--- config.mk ---
export PLATFORM = sky130hd
export DESIGN_NAME = neuron_lut_scheduler
export DESIGN_NICKNAME = d
export VERILOG_FILES = /design/src/rtl/lut_layer_pkg.sv /design/src/rtl/lut_addr_gather.sv /design/src/rtl/neuron_lut_scheduler.sv
export SDC_FILE = /design/constraint.sdc
export NUM_CORES = 1
export LEC_CHECK = 0
export CORE_MARGIN = 1.5
export CORE_UTILIZATION = 38
export DETAILED_ROUTE_END_ITERATION = 7
export PLACE_DENSITY = 0.76
export SLEW_MARGIN = 25
export SYNTH_ARGS = -nofsm -noshare
export SYNTH_HDL_FRONTEND = slang
export SYNTH_SLANG_ARGS = --single-unit
--- constraint.sdc ---
create_clock -name clk -period 2 [get_ports clk]
set_clock_uncertainty 0.2 [all_clocks]
set_input_delay 0.2 -clock clk [delete_from_list [all_inputs] [get_ports clk]]
set_output_delay 0.2 -clock clk [all_outputs]
set_load 0.005 [all_outputs]
--- src/rtl/lut_layer_pkg.sv ---
// Shared constants, wiring table and FSM state type for the layer-1 LUT scheduler.
package lut_layer_pkg;

    localparam int IN_W        = 128;
    localparam int BITS        = 4;
    localparam int FANIN       = 3;
    localparam int NUM_NEURONS = 5;
    localparam int ADDR_W      = FANIN * BITS;
    localparam int OUT_W       = NUM_NEURONS * BITS;
    localparam int IDX_W       = 3;

    localparam logic [IDX_W-1:0] LAST_IDX = IDX_W'(NUM_NEURONS - 1);

    typedef logic [4:0] group_idx_t;

    // Row n lists the input groups feeding neuron n, most significant address nibble first.
    localparam group_idx_t L1_WIRING [NUM_NEURONS][FANIN] = '{
        '{5'd0, 5'd6,  5'd26},
        '{5'd7, 5'd10, 5'd24},
        '{5'd5, 5'd14, 5'd23},
        '{5'd3, 5'd17, 5'd22},
        '{5'd4, 5'd6,  5'd25}
    };

    typedef enum logic [1:0] {
        IDLE,
        ISSUE,
        DRAIN,
        DONE
    } sched_state_t;

endpackage

--- src/rtl/lut_addr_gather.sv ---
// Selects the three input groups of the current neuron and concatenates them
// into that neuron's LUT address.
module lut_addr_gather
    import lut_layer_pkg::*;
(
    input  logic [IN_W-1:0]   i_vec,
    input  logic [IDX_W-1:0]  i_idx,
    output logic [ADDR_W-1:0] o_addr
);

    always_comb begin
        // NOTE: default assignment first so every path drives o_addr and no latch is inferred.
        o_addr = '0;
        for (int n = 0; n < NUM_NEURONS; n++) begin
            if (i_idx == IDX_W'(n)) begin
                for (int f = 0; f < FANIN; f++) begin
                    o_addr[(FANIN-1-f)*BITS +: BITS] = i_vec[int'(L1_WIRING[n][f])*BITS +: BITS];
                end
            end
        end
    end

endmodule

--- src/rtl/neuron_lut_scheduler.sv ---
// Sequences the five layer-1 neurons through one shared LUT memory and packs
// the returned nibbles into the 20-bit layer output.
module neuron_lut_scheduler
    import lut_layer_pkg::*;
(
    input  logic                    clk,
    input  logic                    rst,
    input  logic                    in_valid,
    output logic                    in_ready,
    input  logic [IN_W-1:0]         in_data,
    output logic                    lut_rd_en,
    output logic [IDX_W+ADDR_W-1:0] lut_addr,
    input  logic [BITS-1:0]         lut_rd_data,
    output logic                    out_valid,
    input  logic                    out_ready,
    output logic [OUT_W-1:0]        out_data
);

    sched_state_t      r_state;
    logic [IN_W-1:0]   r_vec;
    logic [IDX_W-1:0]  r_idx;
    logic [IDX_W-1:0]  r_cap_idx;
    logic              r_rd_en;
    logic              r_cap_en;
    logic              r_out_valid;
    logic [OUT_W-1:0]  r_result;
    logic [ADDR_W-1:0] w_addr;

    lut_addr_gather u_gather (
        .i_vec  (r_vec),
        .i_idx  (r_idx),
        .o_addr (w_addr)
    );

    // Held low while rst is asserted so no vector can slip in during reset.
    assign in_ready  = (r_state == IDLE) && !rst;
    assign lut_rd_en = r_rd_en;
    assign lut_addr  = r_rd_en ? {r_idx, w_addr} : '0;
    assign out_valid = r_out_valid;
    assign out_data  = r_result;

    always_ff @(posedge clk) begin
        if (rst) begin
            // NOTE: sequential state uses non-blocking assignments so every register samples pre-edge values.
            r_state     <= IDLE;
            r_vec       <= '0;
            r_idx       <= '0;
            r_cap_idx   <= '0;
            r_rd_en     <= 1'b0;
            r_cap_en    <= 1'b0;
            r_out_valid <= 1'b0;
            r_result    <= '0;
        end else begin
            // Read data lags the strobe by one cycle, so the capture slot trails idx.
            r_cap_en  <= r_rd_en;
            r_cap_idx <= r_idx;
            if (r_cap_en) begin
                r_result[int'(r_cap_idx)*BITS +: BITS] <= lut_rd_data;
            end

            case (r_state)
                IDLE: begin
                    if (in_valid && in_ready) begin
                        r_vec   <= in_data;
                        r_idx   <= '0;
                        r_rd_en <= 1'b1;
                        r_state <= ISSUE;
                    end
                end
                ISSUE: begin
                    if (r_idx == LAST_IDX) begin
                        r_idx   <= '0;
                        r_rd_en <= 1'b0;
                        r_state <= DRAIN;
                    end else begin
                        r_idx <= r_idx + IDX_W'(1);
                    end
                end
                DRAIN: begin
                    r_out_valid <= 1'b1;
                    r_state     <= DONE;
                end
                DONE: begin
                    if (out_ready) begin
                        r_out_valid <= 1'b0;
                        r_state     <= IDLE;
                    end
                end
                default: r_state <= IDLE;
            endcase
        end
    end

endmodule

# --- After elaboration in Yosys (flattened, before gate mapping) ---
# Cells that the tools add are included.
word_totals:
  output_inout_bits: 38
  inputBits: 136
  ff_bits: 139
  word_cells: 53
op_classes:
  reduce_logical: 12
  n_mux: 19
  n_addsub: 2
  n_eq_ne: 10
  shift: 2
ops:
  columns: ["op", "n"]
  rows:
  - ["two-way mux 12 bit", 5]
  - ["negator 5 -> 33 bit", 1]
  - ["variable shift 4 x 33 -> 20 bit (first input constant)", 1]
  - ["indexed part select 4 x 33 -> 20 bit", 1]
  - ["bitwise mux 20 bit", 1]
  - ["two-way mux 15 bit", 1]
  - ["case mux 2 bit (4 select lines)", 1]
  - ["== test 3 x 2 -> 1 bit (second input constant)", 2]
  - ["two-way mux 2 bit", 3]
  - ["two-way mux 3 bit", 2]
  - ["case mux 3 bit (2 select lines)", 1]
  - ["AND reduction 2 bit", 3]
  - ["AND reduction 3 bit", 2]
  - ["== test 2 bit (second input constant)", 2]
  - ["!= test 2 bit (second input constant)", 2]
  - ["case mux 1 bit (2 select lines)", 2]
  - ["nonzero test 2 bit", 2]
  - ["adder 3 x 1 -> 3 bit (second input constant)", 1]
  - ["== test 3 x 1 -> 1 bit (second input constant)", 1]
  - ["== test 3 bit (second input constant)", 1]
  - ["logical NOT 3 bit", 1]
  - ["two-way mux 1 bit", 3]
  - ["== test 2 x 1 -> 1 bit (second input constant)", 1]
  - ["logical AND 1 bit", 2]
  - ["other kinds (3)", 3]

# --- Depth between registers and ports, before layout ---
depth:
  word_depth: 7
  depth_mapped: 8

# --- Cells and area by module ---
# From an unflattened synthesis, not the netlist that was laid out.
hier_totals:
  hier_cells: 804
  hier_area_um2: 6812.8
modules_own_cells:
  columns: ["mod", "area_per_inst_um2", "cells_each", "seq_area_each_um2", "n_inst"]
  rows:
  - ["neuron_lut_scheduler", 6286.0, 730, 3183.1, 1]
  - ["lut_addr_gather", 526.8, 74, 0.0, 1]

# --- Worst setup path after synthesis ---
# Ideal clock, no wire load.
synth_timing:
  path_type: "register -> register"
  start: "register r_cap_idx[0]"
  end: "register r_result[10], in the netlist out_data[10]"
  stages_incl_launch_ff: 8
  period_less_slack_ps: 1987
  arrival_ps: 1661
  slack_ps: 13
  setup_time_ps: 126
  path_buffers: 1
  path_cell_list: "dfxtp_1 -> inv_1 -> ha_1 -> ha_1 -> nand4bb_1 -> or3_1 -> clkbuf_1 -> mux2i_1"
synth_between:
  elab_chain_len: 3
  word_cells_on_any_way: 4
synth_rtl:
  columns: ["item", "line_no", "text"]
  rows:
  - ["start: declaration", "neuron_lut_scheduler.sv:22", "logic [IDX_W-1:0] r_cap_idx;"]
  - ["start signal: assignment", "neuron_lut_scheduler.sv:56", "r_cap_idx <= r_idx;"]
  - ["negator 5 -> 33 bit (*)", "neuron_lut_scheduler.sv:58", "r_result[int'(r_cap_idx)*BITS +: BITS] <= lut_rd_data;"]
  - ["indexed part select 4 x 33 -> 20 bit or variable shift 4 x 33 -> 20 bit (tied branches)", "neuron_lut_scheduler.sv:58", null]
  - ["bitwise mux 20 bit (*)", "neuron_lut_scheduler.sv:58", null]
  - ["end signal: indexed assignment", "neuron_lut_scheduler.sv:58", null]
  - ["end: declaration", "neuron_lut_scheduler.sv:26", "logic [OUT_W-1:0] r_result;"]
# Every way passes the cells marked *; elsewhere a longest branch is shown, timed or not.
# A chain may end at the register's enable or synchronous reset.

# --- Worst setup path after layout ---
layout_timing:
  start: "register r_idx[1]"
  end: "output lut_addr[10]"
layout_between:
  elab_chain_len: 7
  word_cells_on_any_way: 11
layout_rtl:
  columns: ["item", "line_no", "text"]
  rows:
  - ["start: declaration", "neuron_lut_scheduler.sv:21", "logic [IDX_W-1:0] r_idx;"]
  - ["start signal: assignment", "neuron_lut_scheduler.sv:76", "r_idx <= r_idx + IDX_W'(1);"]
  - ["logical NOT 3 bit", "lut_addr_gather.sv:15", "if (i_idx == IDX_W'(n)) begin"]
  - ["two-way mux 12 bit (4 in series)", "lut_addr_gather.sv:15", null]
  - ["two-way mux 12 bit (*)", "lut_addr_gather.sv:15", null]
  - ["two-way mux 15 bit (*)", "neuron_lut_scheduler.sv:38", "assign lut_addr = r_rd_en ? {r_idx, w_addr} : '0;"]
  - ["end: declaration", "neuron_lut_scheduler.sv:12", "output logic [IDX_W+ADDR_W-1:0] lut_addr,"]
# Marked as above.

==> reports/qor.yml <==
cts:
  cts_max_level: 3
  cts_buffers: 9
  cts-root-buf: "clkbuf_8"
  clock_path_buffers: 2
  clock_latency_ns: 0.35
  clk_pin_slew_ns: 0.09
  cts_tree: "done"
  cts.sinks: 87
die:
  die_w_um: 106
  placeableCoreArea_um2: 10300
  pin_count: 174
  rows: 37
  die_y_um: 106
  die_area_um2: 11200
  start_util_pct: 39.1
power:
  irDropWorstVdd_mv: 0.385
  power.density_nw_per_um2: 896
  p_leak_nw: 2.33
logic_synthesis:
  ys.flop_type: "dfxtp_1"
  async_flop_share_pct: 0
  synth_top_area_share_pct: 43.2
  ys_seq_area_share_pct: 43.2
  ys_ff_latch: 87
  syn_avg_cell_area_um2: 8.18
  syn_area_um2: 4030
  yosysWarnings: 0
  synth_cell_type_count: 34
  synth_area_leaders: "dfxtp_1 43%, nand2_1 11%, nand3b_1 11%"
  synth_cells: 493
  synth_largest_area_cell: "dfxtp_1"
  syn-num-nets: 642
  synth-edff-count: 0
detailed_routing:
  drt_iter0_drc: 276
  vias: 3947
  wl_per_cell_um: 15.8
  ant_nets: 0
  dr.pass1.iters: 5
  drcViolationCount: 0
  drt-total-wl_um: 11900
  via_per_inst: 5.27
worst_setup_path:
  r2r.worst_path.cells: 8
  worstSetupPathType: "reg -> out"
  end_kind: "output pin"
  timing.rr.start: "r_idx[0]"
  reg2reg_slack_ns: 0.08
  rr_endpoint: "r_state[0]"
  start_kind: "flop"
  cp.required_ns: 1.60
  crit_fanout: 6
  arrival_ns: 1.98
grt:
  grt_overflow_total: 0
  track_usage_pct: 21.4
  grt_pass1_vias: 3869
  antenna_found_initial: 0
  grt_max_degree: 45
  grt_pass1_wl_um: 18800
sta:
  finalWorstSetupSlack_ns: -0.376
  relSlewSlack_pct: 70.1
  hold_viol: 0
  drv_slew: 0
  rsz0062_at_grt: "true"
  fmax_mhz: 421
  fin_crit_sh_pct: 119
  whs_ns: 0.0538
  setup_viol: 12
  tightest_slew_ns: 0.445
  period_minus_slack_ns: 2.38
  timing.setup.tns_ns: -4.07
finish:
  post-route-util_pct: 55.9
  num_antenna_cells: 0
  drive_gt1_share_pct: 14.8
  instances_no_fill: 749
  nFillCells: 946
  final_nets: 757
  area_delta_synth_final_pct: 43.0
place:
  hpwlAfterDp_um: 8270
  dpl.cell_count: 726
  place_congestion: 0.867
  pre_cts_ws_ns: -0.523
  place.port_buffers: 101
worst_hold_path:
  holdCritPathClass: "in -> reg"
  worstHoldEndpoint: "out_data[13]"
  whs_path_depth: 2
  min_from: "rst"
outcome:
  status: "finished with violations"
  violations: "setup timing"
run:
  maxCapViolCount: 0
[repair_timing]
item | CTS | global route
gates resized for setup | 75 | 9
hold buffers | 0 | 0
endpoints found under the setup margin | 19 | 27
gates cloned | 3 | 1
pin swaps | 19 | 5
buffers inserted | 2 | 1
endpoints found under the hold margin | 0 | 0
[layer usage]
metal  up-vias  routed length (um)  global-route usage [%]
li1       1929                   -                       -
met1      1813                4980                    25.5
met2       170                5630                    36.3
met3        35                 755                    4.29
met4         0                 489                    11.1
met5         -                   0                       0
[synth_stat cells (all sizes together), types with 3 or more instances]
library cell and n:
a21oi 30, a221o 12, a31oi 12, and2 3, buf 13, clkbuf 22
dfxtp 87, ha 13, inv 24, mux2i 10, nand2 118, nand2b 12
nand3 12, nand3b 59, nor2 7, nor2b 3, o21ai 27, o31ai 12
[flip-flops by register name, summed over array words and instances, names as in the netlist]
| signal | cells |
|---|---|
| r_state | 2 |
| r_idx | 3 |
| r_cap_idx | 3 |
| out_valid | 1 |
| r_vec | 56 |
| out_data | 20 |
| lut_rd_en | 1 |
| r_cap_en | 1 |
[stage by stage]
| stage | instance area (um^2) | total power [W] |
|---|---|---|
| finish | 5770 | 0.00517 |
| detailed placement | 5390 | 0.00377 |
| CTS | 5700 | 0.00509 |
| global placement | 5390 | 0.00372 |
| global route | 5770 | 0.00545 |
| floorplan | 4030 | 0.00305 |
[area by class of cell]
type | instances | area [um^2] | area share, %
clock buffer | 10 | 138 | 2.39
clock inverter | 6 | 68.8 | 1.19
inverter | 24 | 97.6 | 1.69
multi-input combinational | 348 | 2170 | 37.6
sequential | 87 | 1750 | 30.3
tap | 136 | 170 | 2.95
timing repair buffer | 138 | 1380 | 23.9
[cell usage in the layout, fill, tap and decap left out, types with 5 or more instances in the layout]
cell	synthesis	layout
nand2b_1	12	12
a21oi_1	30	30
a31oi_1	12	9
nand3_1	12	12
inv_1	24	22
dfxtp_2	0	5
nand2_1	118	118
o21ai_0	27	27
dfxtp_1	87	82
buf_2	11	13
mux2i_1	10	9
ha_4	0	5
a221o_1	12	12
clkdlybuf4s50_1	0	85
buf_4	0	25
buf_12	0	7
nor2_1	7	7
ha_1	13	6
o31ai_1	12	12
clkbuf_8	0	10
nand3b_1	59	59
[how the worst max path moves through the flow]
stage | startpoint | end | cells after the start
floorplan | r_cap_idx[0] | out_data[10] | 7
global placement | r_idx[0] | lut_addr[1] | 6
detailed placement | r_idx[0] | lut_addr[1] | 6
CTS | r_idx[1] | lut_addr[8] | 8
global route | r_idx[1] | lut_addr[1] | 8
finish | r_idx[1] | lut_addr[10] | 8
[worst max-delay path, cell delays in order, from the launching register on]
cell	delay [ns]
dfxtp_2	0.36
buf_6	0.11
inv_6	0.04
ha_4	0.18
buf_12	0.13
nand3b_1	0.15
a221o_1	0.30
a31oi_1	0.20
buf_2	0.15
[power by group]
part | total, W | internal [W] | switching (W)
registers | 0.00220 | 0.00202 | 0.000181
logic | 0.00170 | 0.000873 | 0.000826
clock network | 0.00127 | 0.000618 | 0.000647
[logic make-up after synthesis]
family / synth area share [%]
adder cells (fa/ha/maj): 4.03
AO/OA/AOI/OAI: 15.2
buffers and inverters: 5.83
AND/OR/NAND/NOR: 29.2
multiplexers: 2.48
flip-flops: 43.2
Power figures use the tool's default switching activity.
==> variant, RTL diff (config.mk and constraints unchanged) <==
Change the package constant `IDX_W` from 3 to 2.
--- a/src/rtl/lut_layer_pkg.sv
+++ b/src/rtl/lut_layer_pkg.sv
@@ -7,7 +7,7 @@
     localparam int NUM_NEURONS = 5;
     localparam int ADDR_W      = FANIN * BITS;
     localparam int OUT_W       = NUM_NEURONS * BITS;
-    localparam int IDX_W       = 3;
+    localparam int IDX_W       = 2;
 
     localparam logic [IDX_W-1:0] LAST_IDX = IDX_W'(NUM_NEURONS - 1);
 
Ports: changed (resized lut_addr); port bits go from 174 to 173. No check against the original RTL was run, so the function may have changed too.
==> variant against the original RTL <==
  * The flow still finishes with violations (setup timing)
  * Fmax grew 3.5%
  * Final area shrank 13%
  * Synthesized area shrank 15%
  * Wire length shrank 20%
  * Worst setup slack gained 0.080 ns
  * Via count shrank 15%
  * Sequential share of layout area grew 0.60 points
  * Total power shrank 20%
  * Clock power shrank 18%
  * Sequential cell count shrank 10
  * Hold slack gained 0.12 ns
  * Count of clock-buffer cells in the layout is the same
  * Global-route usage shrank 1.7 points
  * Critical path type unchanged
  * Largest power group unchanged
  * Highest routed layer unchanged
==> variant: results (changes against the original RTL) <==
Status -> complete, but fails checks (unchanged)
Failing checks -> setup timing (unchanged)
Clk. pwr -> 1.04 mW (was 1.27 mW)
HPWL after DPL -> 6.256 mm (was 8.268 mm)
Largest register FFs -> 48 (was 56)
Fill cell count -> 776 (was 946)
Number of setup violations in the final report -> 12 (unchanged)
CP arrival -> 1.90 ns (was 1.98 ns)
CP top delay family -> buffers and inverters (was compound AO/OA/AOI/OAI gates)
WL/cell -> 15.04 um (was 15.83 um)
Post-synthesis sequential area ratio -> 44.75% (was 43.18%)
Mux cell area share after synthesis -> 0.2906% (was 2.481%)
Dpl cell area -> 4533 um^2 (was 5386 um^2)
Critical path's slowest cell -> dfxtp_4 (was dfxtp_2)
Fin nets -> 673 (was 757)
Synth Area in Adders -> 5.812% (was 4.032%)
Share of cells above drive strength 1 -> 17.49% (was 14.85%)
Leakage power -> 1.891 nW (was 2.332 nW)
Post-synth top cells -> nand2_1, dfxtp_1, o21ai_1 (was nand2_1, dfxtp_1, nand3b_1)
Largest net degree at the start of global routing -> 57 (was 45)
Via density -> 5.271 (was 5.270)
# port buffers -> 92 (was 101)
Post-Syn Nets -> 568 (was 642)
Total Power -> 4.140 mW (was 5.166 mW)
First-pass GRT wire length -> 15.37 mm (was 18.77 mm)
Quantity of gates resized following cts -> 96 (was 75)
Area growth syn-to-layout -> 45.59% (was 42.96%)
Routability cong. -> 0.8325 (was 0.8669)
Met3 layer usage reported by global route -> 6.156% (was 4.292%)
Post-CTS setup buffer count -> 9 (was 2)
Worst-path maximum fanout -> 4 (was 6)
Setup WS post-layout -> -0.2956 ns (was -0.3757 ns)
Met1 GRT Util -> 23.62% (was 25.48%)
Syn Inst Count -> 416 (was 493)
Worst vdd ir -> 0.0004584 V (was 0.0003852 V)
Sum of negative setup slack -> -2.310 ns (was -4.072 ns)
Flop+latch power -> 2.00 mW (was 2.20 mW)
Dpl cells -> 607 (was 726)
Switching pwr -> 1.339 mW (was 1.654 mW)
[variant: routing by layer]
metal / wire (um) / vias up
li1: - / 1653
met1: 4205 / 1558
met2: 4656 / 122
met3: 606 / 9
met4: 69 / 0
met5: 0 / -
[variant: layout make-up]
cell class	instances	share of cell area, %
Clock inverter	6	0.7984
Multi-Input combinational cell	303	38.00
Tap cell	108	2.695
Clock buffer	10	2.545
Timing Repair Buffer	122	24.40
Inverter	8	0.6487
Sequential cell	77	30.91
[variant: final timing paths]
path                           start                        to  slack, ns  cells after the start
min reg2reg   r_vec[12]$_SDFFE_PP0P_    r_vec[12]$_SDFFE_PP0P_       0.25                      2
max reg2reg  r_cap_idx[1]$_SDFF_PP0_  out_data[8]$_SDFFE_PP0P_       0.24                      5
max            r_idx[0]$_SDFFE_PP0P_               lut_addr[4]      -0.30                      7
min                      in_data[98]    r_vec[98]$_SDFFE_PP0P_       0.18                      3
